`src/rtl/alu_pkg.sv`:
```
// Shared definitions for the execute stage: opcodes, PSW bit positions,
// sequencer states and opcode classification helpers.
package alu_pkg;

    localparam logic [5:0] OP_ADD    = 6'd0;
    localparam logic [5:0] OP_ADD_B  = 6'd1;
    localparam logic [5:0] OP_ADDC   = 6'd2;
    localparam logic [5:0] OP_ADDC_B = 6'd3;
    localparam logic [5:0] OP_SUB    = 6'd4;
    localparam logic [5:0] OP_SUB_B  = 6'd5;
    localparam logic [5:0] OP_SUBC   = 6'd6;
    localparam logic [5:0] OP_SUBC_B = 6'd7;
    localparam logic [5:0] OP_MOV    = 6'd8;
    localparam logic [5:0] OP_MOV_B  = 6'd9;
    localparam logic [5:0] OP_CMP    = 6'd10;
    localparam logic [5:0] OP_CMP_B  = 6'd11;
    localparam logic [5:0] OP_AND    = 6'd12;
    localparam logic [5:0] OP_AND_B  = 6'd13;
    localparam logic [5:0] OP_OR     = 6'd14;
    localparam logic [5:0] OP_OR_B   = 6'd15;
    localparam logic [5:0] OP_XOR    = 6'd16;
    localparam logic [5:0] OP_XOR_B  = 6'd17;
    localparam logic [5:0] OP_BIT    = 6'd18;
    localparam logic [5:0] OP_BIT_B  = 6'd19;
    localparam logic [5:0] OP_BIC    = 6'd20;
    localparam logic [5:0] OP_BIC_B  = 6'd21;
    localparam logic [5:0] OP_RLA    = 6'd22;
    localparam logic [5:0] OP_RLA_B  = 6'd23;
    localparam logic [5:0] OP_RRA    = 6'd24;
    localparam logic [5:0] OP_RRA_B  = 6'd25;
    localparam logic [5:0] OP_RRC    = 6'd26;
    localparam logic [5:0] OP_RRC_B  = 6'd27;

    localparam logic [5:0] OP_LAST   = 6'd27;

    // PSW bit positions
    localparam int PSW_V = 4;
    localparam int PSW_S = 3;
    localparam int PSW_N = 2;
    localparam int PSW_Z = 1;
    localparam int PSW_C = 0;

    typedef enum logic [1:0] {
        S_IDLE = 2'd0,
        S_EXEC = 2'd1,
        S_WB   = 2'd2
    } state_t;

    // Opcodes above OP_LAST are reported as errors and never touch state
    function automatic logic op_is_legal(input logic [5:0] op);
        return (op <= OP_LAST);
    endfunction

    // Compare and bit-test only produce flags; everything else writes back
    function automatic logic op_has_wb(input logic [5:0] op);
        return !((op == OP_CMP) || (op == OP_CMP_B) ||
                 (op == OP_BIT) || (op == OP_BIT_B));
    endfunction

    // Sign bit of a value, taken at bit 7 for byte ops and bit 15 for words
    function automatic logic msb_of(input logic [15:0] x, input logic is_byte);
        return is_byte ? x[7] : x[15];
    endfunction

endpackage

```
`src/rtl/alu.sv`:
```
// Combinational 16-bit ALU. Odd opcodes are byte variants that work on the
// low byte and return a zero upper byte. Flags are only rewritten when
// instr_opt is set; PSW bits above the flag field always pass through.
module alu
    import alu_pkg::*;
(
    input  logic [5:0]  op_code,
    input  logic [15:0] op1,
    input  logic [15:0] op2,
    input  logic        instr_opt,
    input  logic [15:0] PSW_i,
    output logic [15:0] result,
    output logic [15:0] PSW_o
);

    logic        w_byte;
    logic [15:0] w_mask;
    logic [15:0] w_a;
    logic [15:0] w_b;
    logic [15:0] w_addend;
    logic        w_cin;
    logic [16:0] w_sum;
    logic [15:0] w_res;
    logic        w_c;
    logic        w_v;
    logic        w_flags_upd;
    logic        w_logic_flags;
    logic        w_n;
    logic        w_z;

    // Mask operands to the op width and set up the shared adder; subtraction
    // is done as dst + ~src + carry-in so carry means "no borrow"
    always_comb begin
        w_byte   = op_code[0];
        w_mask   = w_byte ? 16'h00FF : 16'hFFFF;
        w_a      = op1 & w_mask;
        w_b      = op2 & w_mask;
        w_addend = w_b;
        w_cin    = 1'b0;
        case (op_code)
            OP_ADDC, OP_ADDC_B: begin
                w_cin = PSW_i[PSW_C];
            end
            OP_SUB, OP_SUB_B, OP_CMP, OP_CMP_B: begin
                w_addend = ~w_b & w_mask;
                w_cin    = 1'b1;
            end
            OP_SUBC, OP_SUBC_B: begin
                w_addend = ~w_b & w_mask;
                w_cin    = PSW_i[PSW_C];
            end
            default: ;
        endcase
        w_sum = {1'b0, w_a} + {1'b0, w_addend} + {16'h0000, w_cin};
    end

    // Select the result and the carry/overflow for each operation class
    always_comb begin
        w_res         = 16'h0000;
        w_c           = PSW_i[PSW_C];
        w_v           = PSW_i[PSW_V];
        w_flags_upd   = 1'b0;
        w_logic_flags = 1'b0;
        case (op_code)
            OP_ADD, OP_ADD_B, OP_ADDC, OP_ADDC_B,
            OP_SUB, OP_SUB_B, OP_SUBC, OP_SUBC_B,
            OP_CMP, OP_CMP_B: begin
                w_res       = w_sum[15:0] & w_mask;
                w_c         = w_byte ? w_sum[8] : w_sum[16];
                w_v         = (msb_of(w_a, w_byte) == msb_of(w_addend, w_byte)) &&
                              (msb_of(w_res, w_byte) != msb_of(w_a, w_byte));
                w_flags_upd = 1'b1;
            end
            OP_MOV, OP_MOV_B: begin
                w_res = w_b;
            end
            OP_AND, OP_AND_B, OP_BIT, OP_BIT_B: begin
                w_res         = w_a & w_b;
                w_logic_flags = 1'b1;
            end
            OP_OR, OP_OR_B: begin
                w_res         = w_a | w_b;
                w_logic_flags = 1'b1;
            end
            OP_XOR, OP_XOR_B: begin
                w_res         = w_a ^ w_b;
                w_logic_flags = 1'b1;
            end
            OP_BIC, OP_BIC_B: begin
                w_res         = w_a & ~w_b;
                w_logic_flags = 1'b1;
            end
            OP_RLA, OP_RLA_B: begin
                w_res       = {w_a[14:0], 1'b0} & w_mask;
                w_c         = msb_of(w_a, w_byte);
                w_v         = msb_of(w_a, w_byte) ^ (w_byte ? w_a[6] : w_a[14]);
                w_flags_upd = 1'b1;
            end
            OP_RRA, OP_RRA_B: begin
                w_res       = w_byte ? {8'h00, w_a[7], w_a[7:1]} : {w_a[15], w_a[15:1]};
                w_c         = w_a[0];
                w_v         = 1'b0;
                w_flags_upd = 1'b1;
            end
            OP_RRC, OP_RRC_B: begin
                w_res       = w_byte ? {8'h00, PSW_i[PSW_C], w_a[7:1]}
                                     : {PSW_i[PSW_C], w_a[15:1]};
                w_c         = w_a[0];
                w_v         = 1'b0;
                w_flags_upd = 1'b1;
            end
            default: ;
        endcase
        if (w_logic_flags) begin
            w_c         = |w_res;
            w_v         = 1'b0;
            w_flags_upd = 1'b1;
        end
    end

    // Assemble the outgoing PSW; S is the signed-less-than flag N xor V
    always_comb begin
        w_n    = msb_of(w_res, w_byte);
        w_z    = (w_res == 16'h0000);
        result = w_res;
        PSW_o  = PSW_i;
        if (w_flags_upd && instr_opt) begin
            PSW_o[PSW_V] = w_v;
            PSW_o[PSW_S] = w_n ^ w_v;
            PSW_o[PSW_N] = w_n;
            PSW_o[PSW_Z] = w_z;
            PSW_o[PSW_C] = w_c;
        end
    end

endmodule

```
`src/rtl/alu_exec_ctrl.sv`:
```
// Execute-stage sequencer: accepts one op from decode, runs it through the
// ALU for one cycle, commits flags into the PSW it owns and hands the result
// to the register file over a valid/ready handshake.
module alu_exec_ctrl
    import alu_pkg::*;
#(
    parameter logic [15:0] PSW_RST = 16'h0000
) (
    input  logic        clk,
    input  logic        rst_n,
    input  logic        req_valid,
    output logic        req_ready,
    input  logic [5:0]  req_op,
    input  logic [15:0] req_dst,
    input  logic [15:0] req_src,
    input  logic [2:0]  req_reg,
    input  logic        req_psw_upd,
    output logic        wb_valid,
    input  logic        wb_ready,
    output logic [2:0]  wb_reg,
    output logic [15:0] wb_data,
    output logic [15:0] psw,
    input  logic        psw_wr_en,
    input  logic [15:0] psw_wr_data,
    output logic        done,
    output logic        err
);

    state_t      r_state;
    state_t      w_next_state;

    logic [5:0]  r_op;
    logic [15:0] r_dst;
    logic [15:0] r_src;
    logic [2:0]  r_reg;
    logic        r_upd;

    logic [15:0] r_psw;
    logic        r_wb_valid;
    logic [2:0]  r_wb_reg;
    logic [15:0] r_wb_data;
    logic        r_done;
    logic        r_err;

    logic [15:0] w_alu_result;
    logic [15:0] w_alu_psw;
    logic        w_unused_psw_hi;

    logic        w_accept;
    logic        w_in_exec;
    logic        w_op_legal;
    logic        w_op_wb;
    logic        w_wb_fire;

    alu u_alu (
        .op_code   (r_op),
        .op1       (r_dst),
        .op2       (r_src),
        .instr_opt (r_upd),
        .PSW_i     (r_psw),
        .result    (w_alu_result),
        .PSW_o     (w_alu_psw)
    );

    // The ALU passes the upper PSW through; only the flag field is taken back
    assign w_unused_psw_hi = &{1'b0, w_alu_psw[15:5]};

    assign w_op_legal = op_is_legal(r_op);
    assign w_op_wb    = w_op_legal && op_has_wb(r_op);

    // State register
    always_ff @(posedge clk) begin
        if (!rst_n) begin
            r_state <= S_IDLE;
        end else begin
            r_state <= w_next_state;
        end
    end

    // Next-state: EXEC always lasts exactly one cycle, WB waits for the sink
    always_comb begin
        w_next_state = r_state;
        case (r_state)
            S_IDLE: if (req_valid) w_next_state = S_EXEC;
            S_EXEC: w_next_state = w_op_wb ? S_WB : S_IDLE;
            S_WB:   if (wb_ready) w_next_state = S_IDLE;
            default: w_next_state = S_IDLE;
        endcase
    end

    // Handshake decode; req_ready looks only at state and reset, never at req_valid
    always_comb begin
        req_ready = rst_n && (r_state == S_IDLE);
        w_accept  = req_ready && req_valid;
        w_in_exec = (r_state == S_EXEC);
        w_wb_fire = (r_state == S_WB) && wb_ready;
    end

    // Capture the request so the ALU sees stable operands through EXEC
    always_ff @(posedge clk) begin
        if (!rst_n) begin
            r_op  <= 6'd0;
            r_dst <= 16'h0000;
            r_src <= 16'h0000;
            r_reg <= 3'd0;
            r_upd <= 1'b0;
        end else if (w_accept) begin
            r_op  <= req_op;
            r_dst <= req_dst;
            r_src <= req_src;
            r_reg <= req_reg;
            r_upd <= req_psw_upd;
        end
    end

    // PSW: an external load beats the ALU commit; illegal ops leave it alone
    always_ff @(posedge clk) begin
        if (!rst_n) begin
            r_psw <= PSW_RST;
        end else if (psw_wr_en) begin
            r_psw <= psw_wr_data;
        end else if (w_in_exec && w_op_legal) begin
            r_psw <= {r_psw[15:5], w_alu_psw[4:0]};
        end
    end

    // Writeback register holds result and index steady until the sink takes it
    always_ff @(posedge clk) begin
        if (!rst_n) begin
            r_wb_valid <= 1'b0;
            r_wb_reg   <= 3'd0;
            r_wb_data  <= 16'h0000;
        end else if (w_in_exec) begin
            r_wb_valid <= w_op_wb;
            r_wb_reg   <= r_reg;
            r_wb_data  <= w_alu_result;
        end else if (w_wb_fire) begin
            r_wb_valid <= 1'b0;
        end
    end

    // Retirement pulses: flag-only and illegal ops retire out of EXEC,
    // writeback ops retire on the handshake
    always_ff @(posedge clk) begin
        if (!rst_n) begin
            r_done <= 1'b0;
            r_err  <= 1'b0;
        end else begin
            r_done <= (w_in_exec && !w_op_wb) || w_wb_fire;
            r_err  <= w_in_exec && !w_op_legal;
        end
    end

    assign wb_valid = r_wb_valid;
    assign wb_reg   = r_wb_reg;
    assign wb_data  = r_wb_data;
    assign psw      = r_psw;
    assign done     = r_done;
    assign err      = r_err;

endmodule

```
`config.mk`:
```
export PLATFORM = sky130hd
export DESIGN_NAME = alu_exec_ctrl
export DESIGN_NICKNAME = d
export VERILOG_FILES = /design/src/rtl/alu_pkg.sv /design/src/rtl/alu.sv /design/src/rtl/alu_exec_ctrl.sv
export SDC_FILE = /design/constraint.sdc
export NUM_CORES = 1
export LEC_CHECK = 0
export ABC_AREA = 1
export CAP_MARGIN = 10
export CORE_MARGIN = 2
export CORE_UTILIZATION = 65
export CTS_BUF_LIST = sky130_fd_sc_hd__clkbuf_16
export DETAILED_ROUTE_END_ITERATION = 10
export DONT_BUFFER_PORTS = 1
export PLACE_DENSITY = 0.88
export RECOVER_POWER = 50
export SYNTH_ARGS = -nofsm -noshare
export SYNTH_HDL_FRONTEND = slang
export SYNTH_SLANG_ARGS = --single-unit
```
`constraint.sdc`:
```
create_clock -name clk -period 4.1 [get_ports clk]
set_input_delay 0.615 -clock clk [delete_from_list [all_inputs] [get_ports clk]]
set_output_delay 0.615 -clock clk [all_outputs]
set_load 0.02 [all_outputs]
```
==> flow_metrics.tcl, run 1 <==
set metrics [dict create \
    outcome "finished clean" \
    fill_cells 787 \
    p_leak_nw 2.89 \
    drt_iter0_drc 658 \
    cp_data_required_time_ns 4.30 \
    cts_tree "built" \
    gp_congestion 0.979 \
    r2r_setup_slack_ns 0.40 \
    vias 5973 \
    fin_setup_tns_ns 0 \
    setup_ws_ns 0.396 \
    die_x_um 97.6 \
    cts_setup_buffers 0 \
    drc 0 \
    synth.area.top_cells "dfxtp_1 (29%), nand2_1 (13%), nor2_1 (8.6%)" \
    synth_most_common_cell "nand2_1" \
    ys_types 39 \
    p_seq_share_pct 40.3 \
    p_per_area_nw_per_um2 390 \
    ys_warn_count 0 \
    antenna_left 0 \
    pre_cts_ws_ns 0.542 \
    rsz0062_at_grt "no" \
    synthesis.area_um2 5690 \
    num-nets-final 1001 \
    cts-resized-gates 0 \
    cts_sinks 82 \
    start_util_pct 66.2 \
    timing.rr.start "r_op[1]" \
    dieHeight_um 97.6 \
    synthArstFlopShare_pct 0 \
    timing.fmax_mhz 270 \
    yosysSeqAreaShare_pct 28.8 \
    fin_crit_ns 3.70 \
    crit_fanout 9 \
    min_from "wb_ready" \
    finClkSkew_ns 0.00513 \
    io_pins 102 \
    clkLatencyLatePin_ns 0.34 \
    ys.flop_type "dfxtp_1" \
    antenna_found_initial 0 \
    avgSynthCellArea_um2 6.17 \
    power_frac_comb_pct 24.2 \
    drv_slew 0 \
    cts_hold_buf 0 \
    hp-class "in2reg" \
    ys_top_cells_by_count "nand2_1 (203), nor2_1 (130), inv_1 (123)" \
    pwr-share-clk_pct 35.5 \
    critPathArrivalTime_ns 3.91 \
    rr_endpoint "psw[0]" \
    max_cap_violations 0 \
    switching_share_pct 35.0 \
    clock-root-buffer "clkbuf_16" \
    synth_edf_count 0 \
    hpwlAfterDp_mm 11.6 \
    gr-usage-all-layers_pct 33.5 \
    worst-setup-path-type "reg2reg" \
    switching_power_mw 0.819 \
    drive_gt1_share_pct 4.73 \
    clkSlewWorstSetupHoldPaths_ns 0.07 \
    ys_seq_elements 82 \
    p_int_mw 1.52 \
    port_buffers 0 \
    coreArea_um2 8590 \
    peakVddDrop_mv 0.302 \
    grt_first_pass_wirelength_mm 26.2 \
    startpoint_type "register" \
    routed_via_density 5.87 \
    synth.top_cell.area_share_pct 28.8 \
    grt-ovfl-total 0 \
    reg2reg_depth 21 \
    hold_viol 0 \
    syn2layout_area_growth_pct 5.54 \
    numCtsBuffers 9 \
    wl_mm 16.1 \
    n_antenna_cell 0 \
    setup_viol 0 \
    wl_per_cell_um 15.8 \
    clockBufferDepth 2 \
    placementRows 34 \
    first_global_vias 5510 \
    netlist_instances 923 \
    cp-end-kind "register" \
    tightest_slew_ns 1.34 \
    max-slew-margin-rel_pct 10.4 \
    synth_top_cell_by_area "dfxtp_1" \
    dr.pass1.iters 6 \
    grt_max_degree 80 \
    syn_nets 1019 \
    crit_start "r_op[1]" \
    whs_ns 0.386 \
    crit_end "psw[0]" \
    finalCritPeriodShare_pct 90.3 \
    die_area_um2 9520 \
    htreeDepth 3 \
]
==> worst min path at each step <==
stage                      end  depth (start not counted)
CTS                 r_state[1]                          1
global placement     wb_reg[1]                          2
detailed placement    r_reg[0]                          2
finish              r_state[1]                          1
global route        r_state[1]                          1
floorplan            wb_reg[0]                          2
==> power by group through the flow <==
stage	Clock (mW)	Sequential, mW	Combinational (mW)
6_report	0.833	0.943	0.566
5_1_grt	0.862	0.950	0.633
4_1_cts	0.831	0.942	0.552
3_5_place_dp	0	0.959	0.545
3_3_place_gp	0	0.959	0.539
2_1_floorplan	0	0.944	0.435
==> through the flow <==
| step | instances | utilization, % | power (mW) | cell area [µm²] |
|---|---|---|---|---|
| final | 1018 | 69.9 | 2.34 | 6010 |
| after global routing | 1018 | 69.9 | 2.45 | 6010 |
| after CTS | 1018 | 70.0 | 2.33 | 6020 |
| after detailed placement | 1002 | 66.5 | 1.50 | 5710 |
| after global placement | 1002 | 66.5 | 1.50 | 5710 |
| after floorplan | 923 | - | 1.38 | 5690 |
==> cell type report <==
class	count	area [µm²]	area share (%)
well taps	108	135	2.25
inverters	130	488	8.12
multi-input cells	675	3390	56.5
clock buffers	9	225	3.75
repair buffers	7	46.3	0.771
flip-flops and latches	82	1640	27.3
clock inverters	7	78.8	1.31
==> cells by family (layout without fill, tap and decap cells) <==
logic type | after synthesis | count (layout) | share of synthesized area (%)
and+or+nand+nor | 439 | 439 | 32.7
buffers and inverters | 166 | 153 | 11.6
xor gates and xnor gates | 9 | 9 | 1.38
adders and majority gates | 33 | 33 | 7.52
AOI/OAI and AO/OA | 194 | 194 | 17.9
DFF | 82 | 82 | 28.8
==> layer usage <==
layer,track usage [%],wire length (µm)
met1,44.6,6680
met2,53.4,7010
met3,9.06,2010
met4,9.62,380
met5,0,0
==> critical path, cell delays in order, from the launching register on <==
cell     delay (ns)
dfxtp_1        0.51
inv_2          0.13
nand2_2        0.12
nor2_1         0.05
nor2_2         0.18
nand2_4        0.07
xor2_1         0.15
fa_1           0.43
fa_1           0.47
nand3_1        0.10
nand3_1        0.12
or2_2          0.30
nand3_1        0.08
nand3_1        0.12
nor2_1         0.11
nand2_1        0.06
nor2_1         0.12
nand3_1        0.14
nand2_1        0.09
nand3_1        0.08
nand2_1        0.08
a21oi_1        0.06
==> placed cells by master, fill, tap and decap left out, types with 2 or more instances in the layout <==
cell       instances
nor2_2             3
clkinv_1           2
or2_2              4
nor3_1             5
o22ai_1            7
o211ai_1           9
a21oi_1           79
ha_1              31
clkinv_4           2
xor2_1             9
clkbuf_16          9
nand3b_1           8
o21ai_0           83
fa_1               2
inv_2              5
nand2_2            4
buf_4              5
nor2_1           130
nor3_2             2
nand3_1           65
dfxtp_1           82
o21ai_1            9
inv_1            124
nand2_1          202
nand4_1            8
nor2_4             2
and2_1             3
No activity file was read; power rests on OpenSTA's default activity.
==> run 2, diff against run 1 <==
--- a/config.mk
+++ b/config.mk
@@ -10,6 +10,7 @@
 export CORE_MARGIN = 2
 export CORE_UTILIZATION = 65
 export CTS_BUF_LIST = sky130_fd_sc_hd__clkbuf_16
+export CTS_CLUSTER_SIZE = 20
 export DETAILED_ROUTE_END_ITERATION = 10
 export DONT_BUFFER_PORTS = 1
 export PLACE_DENSITY = 0.88
==> results of run 2 <==
The final DEF is identical to that of run 1; final timing and power are the same.
==> run 3, diff against run 2 <==
--- a/config.mk
+++ b/config.mk
@@ -8,12 +8,11 @@
 export ABC_AREA = 1
 export CAP_MARGIN = 10
 export CORE_MARGIN = 2
-export CORE_UTILIZATION = 65
+export CORE_UTILIZATION = 54
 export CTS_BUF_LIST = sky130_fd_sc_hd__clkbuf_16
 export CTS_CLUSTER_SIZE = 20
 export DETAILED_ROUTE_END_ITERATION = 10
-export DONT_BUFFER_PORTS = 1
-export PLACE_DENSITY = 0.88
+export PLACE_DENSITY = 0.89
 export RECOVER_POWER = 50
 export SYNTH_ARGS = -nofsm -noshare
 export SYNTH_HDL_FRONTEND = slang
==> run 3 against run 2 <==
Against the previous run:
- the flow now finishes with violations (capacitance limit, slew limit)
- maximum frequency decreased by 0.52%
- hold slack improved by 0.070 ns
- combinational power increased by 29%
- critical endpoint unchanged
- largest power group unchanged
- highest routed layer unchanged
==> flow_metrics.tcl, run 3 (synthesized netlist as in run 1, its figures left out) <==
set metrics [dict create \
    tightest_slew_ns 2.40 \
    cts_sinks 82 \
    grt-ovfl-total 0 \
    timing.fmax_mhz 269 \
    clkSlewWorstSetupHoldPaths_ns 0.07 \
    peakVddDrop_mv 0.210 \
    switching_share_pct 34.7 \
    p_leak_nw 3.37 \
    fin_crit_ns 3.72 \
    gr-usage-all-layers_pct 30.4 \
    crit_fanout 9 \
    hpwlAfterDp_mm 12.5 \
    switching_power_mw 0.856 \
    gp_congestion 1.02 \
    hp-class "reg2reg" \
    crit_buf_inv 1 \
    worst-setup-path-type "reg2reg" \
    vias 6442 \
    die_x_um 107 \
    post_layout_nonfiller_instances 1149 \
    numCtsBuffers 9 \
    p_seq_share_pct 36.5 \
    startpoint_type "register" \
    start_util_pct 55.4 \
    power_frac_comb_pct 29.5 \
    cts_setup_buffers 0 \
    drt_iter0_drc 773 \
    cts_tree "built" \
    first_global_vias 5958 \
    die_area_um2 11400 \
    setup_ws_ns 0.376 \
    dieHeight_um 107 \
    pwr-share-clk_pct 34.0 \
    placementRows 37 \
    io_pins 102 \
    port_buffers 101 \
    cp-end-kind "register" \
    setup_viol 0 \
    cts_hold_buf 0 \
    max_stage_delay_ns 0.54 \
    slowest_stage "dfxtp_1" \
    coreArea_um2 10300 \
    p_per_area_nw_per_um2 349 \
    routed_via_density 5.61 \
    multi_input_area_um2 3390 \
    finalCritPeriodShare_pct 90.8 \
    wl_mm 17.1 \
    drive_gt1_share_pct 4.54 \
    fill_cells 877 \
    cts-resized-gates 0 \
    clockBufferDepth 2 \
    n_antenna_cell 0 \
    hold_viol 0 \
    clock-root-buffer "clkbuf_16" \
    syn2layout_area_growth_pct 24.1 \
    cp_data_required_time_ns 4.32 \
    critPathArrivalTime_ns 3.94 \
    clkLatencyLatePin_ns 0.35 \
    grt_first_pass_wirelength_mm 28.0 \
    antenna_left 0 \
    drv_slew 127 \
    outcome "complete, but fails checks" \
    failed_checks "capacitance limit, slew limit" \
    max_cap_violations 2 \
    rsz0062_at_grt "no" \
    antenna_found_initial 0 \
    drc 0 \
    pre_cts_ws_ns 0.550 \
    num-nets-final 1104 \
    layout_common_cells "nand2_1 (203), nor2_1 (129), inv_1 (123)" \
    critical-path-top-delay-family "simple AND/OR/NAND/NOR gates" \
    post-place-cells 1133 \
    cp_cell_sequence "inv_2 -> nand2_2 -> nor2_1 -> nor2_2 -> nand2_4 -> xor2_1 -> fa_1 -> fa_1 -> nand3_1 -> nand3_1 -> or2_2 -> nand3_1 -> nand3_1 -> nor2_1 -> nand2_1 -> nor2_1 -> nand3_1 -> nand2_1 -> nand3_1 -> nand2_1 -> a21oi_1" \
    p_int_mw 1.61 \
    grt_max_degree 69 \
    max-slew-margin-rel_pct -60.3 \
    power_mw 2.47 \
    finClkSkew_ns 0.00627 \
    layout_commonest_cell "nand2_1" \
    wl_per_cell_um 14.9 \
    seq_area_um2 1640 \
    utilization_pct 68.7 \
    fin_setup_tns_ns 0 \
    dr.pass1.iters 7 \
    critPathMostFrequentCell "nand3_1" \
    htreeDepth 3 \
]
## run 3: worst paths after layout
kind,depth (start not counted),start,slack [ns],to
worst max-delay path,21,r_op[1],0.38,psw[0]
worst min-delay path,2,r_reg[0],0.46,r_reg[0]
worst min register to register,2,r_reg[0],0.46,r_reg[0]
worst max register to register,21,r_op[1],0.38,psw[0]
## run 3: layer usage
| layer | GRT usage [%] | vias to the layer above | share of wire, % |
|---|---|---|---|
| met5 | 0 | - | 0 |
| li1 | - | 3145 | - |
| met3 | 6.20 | 59 | 11 |
| met2 | 49.5 | 358 | 45 |
| met4 | 10.5 | 0 | 3.0 |
| met1 | 40.0 | 2880 | 41 |
## run 3: power groups by stage
stage	logic, mW	registers (mW)	clock network [mW]
finish	0.729	0.901	0.838
global route	0.809	0.906	0.870
CTS	0.725	0.901	0.839
detailed placement	0.715	0.918	0
global placement	0.705	0.917	0
floorplan	0.435	0.944	0
## run 3: layout make-up
class                           count  share of cell area (%)
Inverter                          130                    6.91
Multi-Input combinational cell    675                    48.0
Timing Repair Buffer              110                    15.1
Clock inverter                      7                    1.08
Clock buffer                        9                    3.19
Sequential cell                    82                    23.2
Tap cell                          136                    2.41
## run 3: per-stage QoR
step	hold WS (ns)	cell area, µm²
floorplan	0.430	5690
global placement	0.442	6770
detailed placement	0.448	6770
CTS	0.462	7070
global route	0.482	7060
finish	0.456	7060
## run 3: worst register-to-register path, cell delays in order, from the launching register on
cell and delay (ns):
dfxtp_1 0.54, inv_2 0.16, nand2_2 0.14, nor2_1 0.06, nor2_2 0.16, nand2_4 0.06, xor2_1 0.15, fa_1 0.42
fa_1 0.47, nand3_1 0.10, nand3_1 0.12, or2_2 0.30, nand3_1 0.07, nand3_1 0.11, nor2_1 0.13, nand2_1 0.07
nor2_1 0.12, nand3_1 0.14, nand2_1 0.08, nand3_1 0.07, nand2_1 0.08, a21oi_1 0.05
